==> src/rtl/cart_map_pkg.sv <==
// Shared definitions for the cartridge mapper arbiter: FSM states, channel indices, turbo policy default.
// Optional sticky multi-hot detection is enabled by defining CART_MAP_ERR_EN.
package cart_map_pkg;

    typedef enum logic [1:0] {
        ST_BOOT   = 2'd0,
        ST_SETTLE = 2'd1,
        ST_LOCKED = 2'd2,
        ST_DRAIN  = 2'd3
    } cart_map_state_e;

    localparam int CH_DLH     = 0;
    localparam int CH_CX4     = 1;
    localparam int CH_SDD1    = 2;
    localparam int CH_GSU     = 3;
    localparam int CH_SA1     = 4;
    localparam int CH_SPC7110 = 5;
    localparam int CH_BSX     = 6;

    localparam logic [15:0] NO_TURBO_MASK_DEF = 16'h000A;

endpackage

==> src/rtl/cart_map_onehot_dec.sv <==
// Combinational decoder for the mapper-present vector: index of a set bit,
// "any bit set" and "more than one bit set" flags.
module cart_map_onehot_dec #(
    parameter int NUM_CH = 8
) (
    input  logic [NUM_CH-1:0] i_vec,
    output logic [3:0]        o_idx,
    output logic              o_any,
    output logic              o_multi
);

    // NOTE: every output gets a default before the loop so no latch is inferred.
    always_comb begin
        o_idx   = '0;
        o_any   = 1'b0;
        o_multi = 1'b0;
        for (int i = 0; i < NUM_CH; i++) begin
            if (i_vec[i]) begin
                if (o_any) o_multi = 1'b1;
                o_any = 1'b1;
                o_idx = 4'(i);
            end
        end
    end

endmodule

==> src/rtl/cart_map_arbiter.sv <==
// Debounced, bus-idle-switched selector of one mapper channel onto the shared ROM/BSRAM/CPU bus.
// Define CART_MAP_ERR_EN to enable the sticky map_err multi-hot/zero flag.
module cart_map_arbiter
    import cart_map_pkg::*;
#(
    parameter int          NUM_CH        = 8,
    parameter int          DEFAULT_CH    = CH_DLH,
    parameter int          SETTLE_CYCLES = 4,
    parameter int          ROM_AW        = 24,
    parameter int          BSRAM_AW      = 20,
    parameter logic [15:0] NO_TURBO_MASK = NO_TURBO_MASK_DEF
) (
    input  logic                       i_mclk,
    input  logic                       i_rst,
    input  logic [NUM_CH-1:0]          i_map_active,
    input  logic [NUM_CH*8-1:0]        i_ch_do,
    input  logic [NUM_CH-1:0]          i_ch_irq_n,
    input  logic [NUM_CH*ROM_AW-1:0]   i_ch_rom_addr,
    input  logic [NUM_CH*16-1:0]       i_ch_rom_d,
    input  logic [NUM_CH-1:0]          i_ch_rom_ce_n,
    input  logic [NUM_CH-1:0]          i_ch_rom_oe_n,
    input  logic [NUM_CH-1:0]          i_ch_rom_we_n,
    input  logic [NUM_CH-1:0]          i_ch_rom_word,
    input  logic [NUM_CH*BSRAM_AW-1:0] i_ch_bsram_addr,
    input  logic [NUM_CH*8-1:0]        i_ch_bsram_d,
    input  logic [NUM_CH-1:0]          i_ch_bsram_ce_n,
    input  logic [NUM_CH-1:0]          i_ch_bsram_oe_n,
    input  logic [NUM_CH-1:0]          i_ch_bsram_we_n,
    output logic [7:0]                 o_di,
    output logic                       o_irq_n,
    output logic [ROM_AW-1:0]          o_rom_addr,
    output logic [15:0]                o_rom_d,
    output logic                       o_rom_ce_n,
    output logic                       o_rom_oe_n,
    output logic                       o_rom_we_n,
    output logic                       o_rom_word,
    output logic [BSRAM_AW-1:0]        o_bsram_addr,
    output logic [7:0]                 o_bsram_d,
    output logic                       o_bsram_ce_n,
    output logic                       o_bsram_oe_n,
    output logic                       o_bsram_we_n,
    output logic [3:0]                 o_sel,
    output logic                       o_locked,
    output logic                       o_turbo_allow,
    output logic                       o_map_err
);

    generate
        if (NUM_CH < 2 || NUM_CH > 16 || DEFAULT_CH < 0 || DEFAULT_CH >= NUM_CH ||
            SETTLE_CYCLES < 1 || SETTLE_CYCLES > 255) begin : g_bad_cfg
            $error("cart_map_arbiter: illegal NUM_CH/DEFAULT_CH/SETTLE_CYCLES");
        end
    endgenerate

    localparam logic [3:0] DEF_IDX = 4'(DEFAULT_CH);
    localparam logic [7:0] CNT_MAX = 8'(SETTLE_CYCLES - 1);

    cart_map_state_e   r_state, w_state_nx;
    logic [NUM_CH-1:0] r_cand, w_cand_nx;
    logic [7:0]        r_cnt, w_cnt_nx;
    logic [3:0]        r_ch, w_ch_nx;
    logic              r_locked, w_locked_nx;
    logic              w_lock_entry;

    logic [3:0] w_dec_idx;
    logic       w_dec_any, w_dec_multi;
    logic [3:0] w_dec_ch;
    logic       w_bus_idle;

    cart_map_onehot_dec #(.NUM_CH(NUM_CH)) u_dec (
        .i_vec   (r_cand),
        .o_idx   (w_dec_idx),
        .o_any   (w_dec_any),
        .o_multi (w_dec_multi)
    );

    assign w_dec_ch   = (w_dec_any && !w_dec_multi) ? w_dec_idx : DEF_IDX;
    assign w_bus_idle = i_ch_rom_ce_n[r_ch] & i_ch_bsram_ce_n[r_ch];

    always_comb begin
        w_state_nx   = r_state;
        w_cand_nx    = r_cand;
        w_cnt_nx     = r_cnt;
        w_ch_nx      = r_ch;
        w_locked_nx  = r_locked;
        w_lock_entry = 1'b0;
        case (r_state)
            ST_BOOT: begin
                w_cand_nx  = i_map_active;
                w_cnt_nx   = '0;
                w_state_nx = ST_SETTLE;
            end
            ST_SETTLE: begin
                if (i_map_active != r_cand) begin
                    w_cand_nx = i_map_active;
                    w_cnt_nx  = '0;
                end else if (r_cnt == CNT_MAX) begin
                    w_state_nx   = ST_LOCKED;
                    w_ch_nx      = w_dec_ch;
                    w_locked_nx  = 1'b1;
                    w_lock_entry = 1'b1;
                end else begin
                    w_cnt_nx = r_cnt + 8'd1;
                end
            end
            ST_LOCKED: begin
                if (i_map_active != r_cand) w_state_nx = ST_DRAIN;
            end
            ST_DRAIN: begin
                // A returning request wins over draining, so there is no idle gap.
                if (i_map_active == r_cand) begin
                    w_state_nx = ST_LOCKED;
                end else if (w_bus_idle) begin
                    w_locked_nx = 1'b0;
                    w_cand_nx   = i_map_active;
                    w_cnt_nx    = '0;
                    w_state_nx  = ST_SETTLE;
                end
            end
        endcase
    end

    // NOTE: sequential state uses non-blocking assignments so every register samples pre-edge values.
    always_ff @(posedge i_mclk) begin
        if (i_rst) begin
            r_state  <= ST_BOOT;
            r_cand   <= '0;
            r_cnt    <= '0;
            r_ch     <= DEF_IDX;
            r_locked <= 1'b0;
        end else begin
            r_state  <= w_state_nx;
            r_cand   <= w_cand_nx;
            r_cnt    <= w_cnt_nx;
            r_ch     <= w_ch_nx;
            r_locked <= w_locked_nx;
        end
    end

    assign o_locked = r_locked;

    // Outputs are loaded from the channel chosen for the next cycle, keeping data aligned with locked.
    always_ff @(posedge i_mclk) begin
        if (i_rst || !w_locked_nx) begin
            o_di          <= '0;
            o_irq_n       <= 1'b1;
            o_rom_addr    <= '0;
            o_rom_d       <= '0;
            o_rom_ce_n    <= 1'b1;
            o_rom_oe_n    <= 1'b1;
            o_rom_we_n    <= 1'b1;
            o_rom_word    <= 1'b0;
            o_bsram_addr  <= '0;
            o_bsram_d     <= '0;
            o_bsram_ce_n  <= 1'b1;
            o_bsram_oe_n  <= 1'b1;
            o_bsram_we_n  <= 1'b1;
            o_sel         <= DEF_IDX;
            o_turbo_allow <= 1'b1;
        end else begin
            o_di          <= i_ch_do[w_ch_nx*8 +: 8];
            o_irq_n       <= i_ch_irq_n[w_ch_nx];
            o_rom_addr    <= i_ch_rom_addr[w_ch_nx*ROM_AW +: ROM_AW];
            o_rom_d       <= i_ch_rom_d[w_ch_nx*16 +: 16];
            o_rom_ce_n    <= i_ch_rom_ce_n[w_ch_nx];
            o_rom_oe_n    <= i_ch_rom_oe_n[w_ch_nx];
            o_rom_we_n    <= i_ch_rom_we_n[w_ch_nx];
            o_rom_word    <= i_ch_rom_word[w_ch_nx];
            o_bsram_addr  <= i_ch_bsram_addr[w_ch_nx*BSRAM_AW +: BSRAM_AW];
            o_bsram_d     <= i_ch_bsram_d[w_ch_nx*8 +: 8];
            o_bsram_ce_n  <= i_ch_bsram_ce_n[w_ch_nx];
            o_bsram_oe_n  <= i_ch_bsram_oe_n[w_ch_nx];
            o_bsram_we_n  <= i_ch_bsram_we_n[w_ch_nx];
            o_sel         <= w_ch_nx;
            o_turbo_allow <= ~NO_TURBO_MASK[w_ch_nx];
        end
    end

`ifdef CART_MAP_ERR_EN
    logic r_map_err;
    logic w_err_set;

    // Fallback selection is only an error when the candidate does not itself request the default channel.
    assign w_err_set = w_lock_entry && !(w_dec_any && !w_dec_multi) && !r_cand[DEFAULT_CH];

    always_ff @(posedge i_mclk) begin
        if (i_rst)          r_map_err <= 1'b0;
        else if (w_err_set) r_map_err <= 1'b1;
    end

    assign o_map_err = r_map_err;
`else
    logic w_unused_lock_entry;
    assign w_unused_lock_entry = w_lock_entry;
    assign o_map_err = 1'b0;
`endif

endmodule
==> config.mk <==
export PLATFORM = sky130hd
export DESIGN_NAME = cart_map_arbiter
export DESIGN_NICKNAME = d
export VERILOG_FILES = /design/src/rtl/cart_map_pkg.sv /design/src/rtl/cart_map_onehot_dec.sv /design/src/rtl/cart_map_arbiter.sv
export SDC_FILE = /design/constraint.sdc
export NUM_CORES = 1
export LEC_CHECK = 0
export ABC_AREA = 1
export CAP_MARGIN = 10
export CORE_AREA = 2 2 297 299
export DETAILED_ROUTE_END_ITERATION = 6
export DIE_AREA = 0 0 299 301
export GPL_TIMING_DRIVEN = 0
export PLACE_DENSITY = 0.49
export SYNTH_ARGS = -nofsm -noshare
export SYNTH_HDL_FRONTEND = slang
export SYNTH_HIERARCHICAL = 1
export SYNTH_SLANG_ARGS = --single-unit
==> constraint.sdc <==
create_clock -name i_mclk -period 5.6 [get_ports i_mclk]
set_input_delay 1.12 -clock i_mclk [delete_from_list [all_inputs] [get_ports i_mclk]]
set_output_delay 1.12 -clock i_mclk [all_outputs]
set_load 0.02 [all_outputs]
==> results.cfg <==
[timing]
layout_setup_ws_ps = 1228
fin_crit_ps = 4372
final-hold-violation-count = 0
slew_viol_final = 0
min_period_over_period_pct = 78.08
finalSetupViolations = 0
rsz0062_at_grt = no
hold_ws_ps = 491.1
tightest_slew_ps = 1109
clock_skew_ps = 10.88
slew_headroom_pct = 26.08
tns_ps = 0
timing.fmax_mhz = 228.7

[route]
dr_wl_met3_um = 6903
drc_errors = 0
avgViaCountPerCell = 4.157
met2_length_um = 44160
wl_um = 90560
top_layer_used = met5
dr.pass1.iters = 5
drt-wirelength-per-cell_um = 21.95
drt-met1-wl_um = 38000
vias = 17149
drt-initial-drc-count = 1214
detail-route-antenna-nets = 0

[grt]
grt_use_total_pct = 19.28
antenna_found_initial = 18
grt_pass1_wl_um = 123900
grt_overflow_total = 0
grt_max_degree = 22
grt_pass1_vias = 16899

[place]
detailed_place.area_mm2 = 0.02112
hpwlAfterDp_um = 73630
port_buffers = 770
place_ws_ps = 550.1
placedCellCount = 4105
gp_congestion = 0.9146

[synth]
synth_compound_area_share_pct = 4.766
synthSimpleGateAreaFrac_pct = 59.02
ys_warn_count = 6
synthTopCellsByArea = dfxtp_1 (19%), nand2_1 (17%), nand3_1 (16%)
post-synth-top-area-cell = dfxtp_1
synth_top_area_share_pct = 18.73
syn_avg_cell_area_um2 = 5.491
synth_cell_types = 31
synth_area_mm2 = 0.01197
yosysSeqAreaShare_pct = 18.73
netlist_instances = 2180
synth_xor_area_share_pct = 0.2195
muxShareOfSynthArea_pct = 0
synth_top_family_by_area = simple AND/OR/NAND/NOR gates
synth_seq_cells = 112
synth_nets = 2863
synthAdderAreaFrac_pct = 0.1045

[critical_path]
worst_path_most_repeated_cell = nand2_1
crit_required_ps = 5940
cp-end-kind = register
reg2reg_depth = 17
rrSetupSlack_ps = 1770
worstSetupStartpointType = input pin
path_buf_inv = 4
path_class = input pin to register
crit_slowest_cell = clkdlybuf4s50_1
arrival_ps = 4720
startpoint = i_map_active[1]
r2r-end = o_rom_d[4]
cp_max_fo = 10
crit_cells = 15
r2r_start = r_cand[2]
crit_chain = clkdlybuf4s50_1 -> inv_1 -> nand2_1 -> nand2_1 -> nor2_1 -> nand2_1 -> nor2_4 -> nand4_1 -> nand2_1 -> buf_4 -> buf_2 -> nand3_1 -> nand3_1 -> nand2_1 -> nor2_1
max_stage_delay_ps = 550
path_delay_family = simple AND/OR/NAND/NOR gates

[final_layout]
fin_nets = 3644
design_area_mm2 = 0.02143
drive_gt1_share_pct = 6.035
final_core_util_pct = 24.78
mostFrequentLayoutCell = clkdlybuf4s50_1
stdcell_count = 4125
syn2layout_area_growth_pct = 79.01
final_cell_mix = clkdlybuf4s50_1 (770), nand2_1 (534), nand3_1 (385)

[job]
drv_cap = 0

[cts]
cts_hold_buffers = 0
clkSlewWorstSetupHoldPaths_ps = 100
cts.htree.levels = 3
cts-resized-gates = 0
clock_sinks = 112
insertion_delay_ps = 410
clk_path_buf_depth = 2
cts-buffers-inserted = 9
root_buffer = clkbuf_16
tritoncts = built
post-cts-setup-buffer-count = 0

[pwr]
power_leakage_nw = 9.520
ir_drop_uv = 151.5
finalPower_mw = 2.509
cellPowerDensity_mw_per_mm2 = 117.1

[hold_path]
hold_class = register to register
min_path_cells = 2
hold_start = r_cnt[7]
hold_end = r_cnt[7]

[die]
start_util_pct = 13.84
num_rows = 108
die_height_um = 301
fp.coreArea_mm2 = 0.08648
fp.dieW_um = 299
io_pins = 773
die_area_mm2 = 0.09000

[outcome]
status = finished, final reports clean
[cells by family after synthesis]
kind of cell / count (synthesis)
AO/OA/AOI/OAI: 110
XOR/XNOR: 3
adder cells (fa/ha/maj): 1
buffers and inverters: 450
flip-flops: 112
other: 2
AND/OR/NAND/NOR: 1502
[worst min-delay path, stage by stage (launching register included)]
cell	delay (ps)
dfxtp_1	340
nand2_1	60
a21oi_1	50
[cells in the mapped netlist (all sizes together)]
master and number:
nand3 388, nor3 2, xor2 1, clkbuf 26, nor2 340, dfxtp 112, nand2 538, nand4 6
conb 2, a21oi 14, o211ai 6, o21a 1, clkinv 1, ha 1, o21ai 88, xnor2 2
inv 282, buf 141, nand3b 228, a31oi 1
[report_power, final]
group          leakage (nW)  internal, mW  total (mW)  switching (mW)
clock                 0.147         0.320       0.764           0.444
sequential            0.905         0.800       0.806         0.00567
combinational          8.47         0.567       0.939           0.372
total                  9.52          1.69        2.51           0.822
[metal layers]
| metal | global-route usage, % | vias up |
|---|---|---|
| li1 | - | 8436 |
| met1 | 24.13 | 7939 |
| met2 | 33.77 | 707 |
| met3 | 4.228 | 61 |
| met4 | 4.024 | 6 |
| met5 | 0 | - |
[how the worst max path moves through the flow]
stage,to,slack [ps]
floorplan,o_rom_addr[0],3030
detailed placement,o_rom_d[4],550
global route,o_rom_d[4],780
global placement,o_rom_d[4],550
CTS,o_rom_d[4],1000
finish,o_rom_d[4],1230
[sequential cells by signal, summed over array words and instances (netlist names)]
| signal | cells |
|---|---|
| r_ch | 4 |
| o_rom_we_n | 1 |
| o_bsram_ce_n | 1 |
| o_rom_ce_n | 1 |
| o_locked | 1 |
| o_irq_n | 1 |
| r_cnt | 8 |
| r_state | 2 |
| o_di | 8 |
| o_rom_oe_n | 1 |
| r_cand | 8 |
| o_rom_word | 1 |
| o_rom_d | 16 |
| o_rom_addr | 24 |
| o_bsram_addr | 20 |
| o_bsram_d | 8 |
| o_bsram_we_n | 1 |
| o_turbo_allow | 1 |
| o_sel | 4 |
| o_bsram_oe_n | 1 |
[layout make-up]
cell class,count,area (µm²)
antenna,4,10.01
buffer,167,984.7
clock buffer,9,225.2
clock inverter,7,70.07
fill,9926,65050
inverter,283,1062
multi-input combinational,1618,7681
sequential,112,2242
tap,1155,1445
timing repair buffer,770,7707
Note: power is estimated with default switching activity, not from simulation.
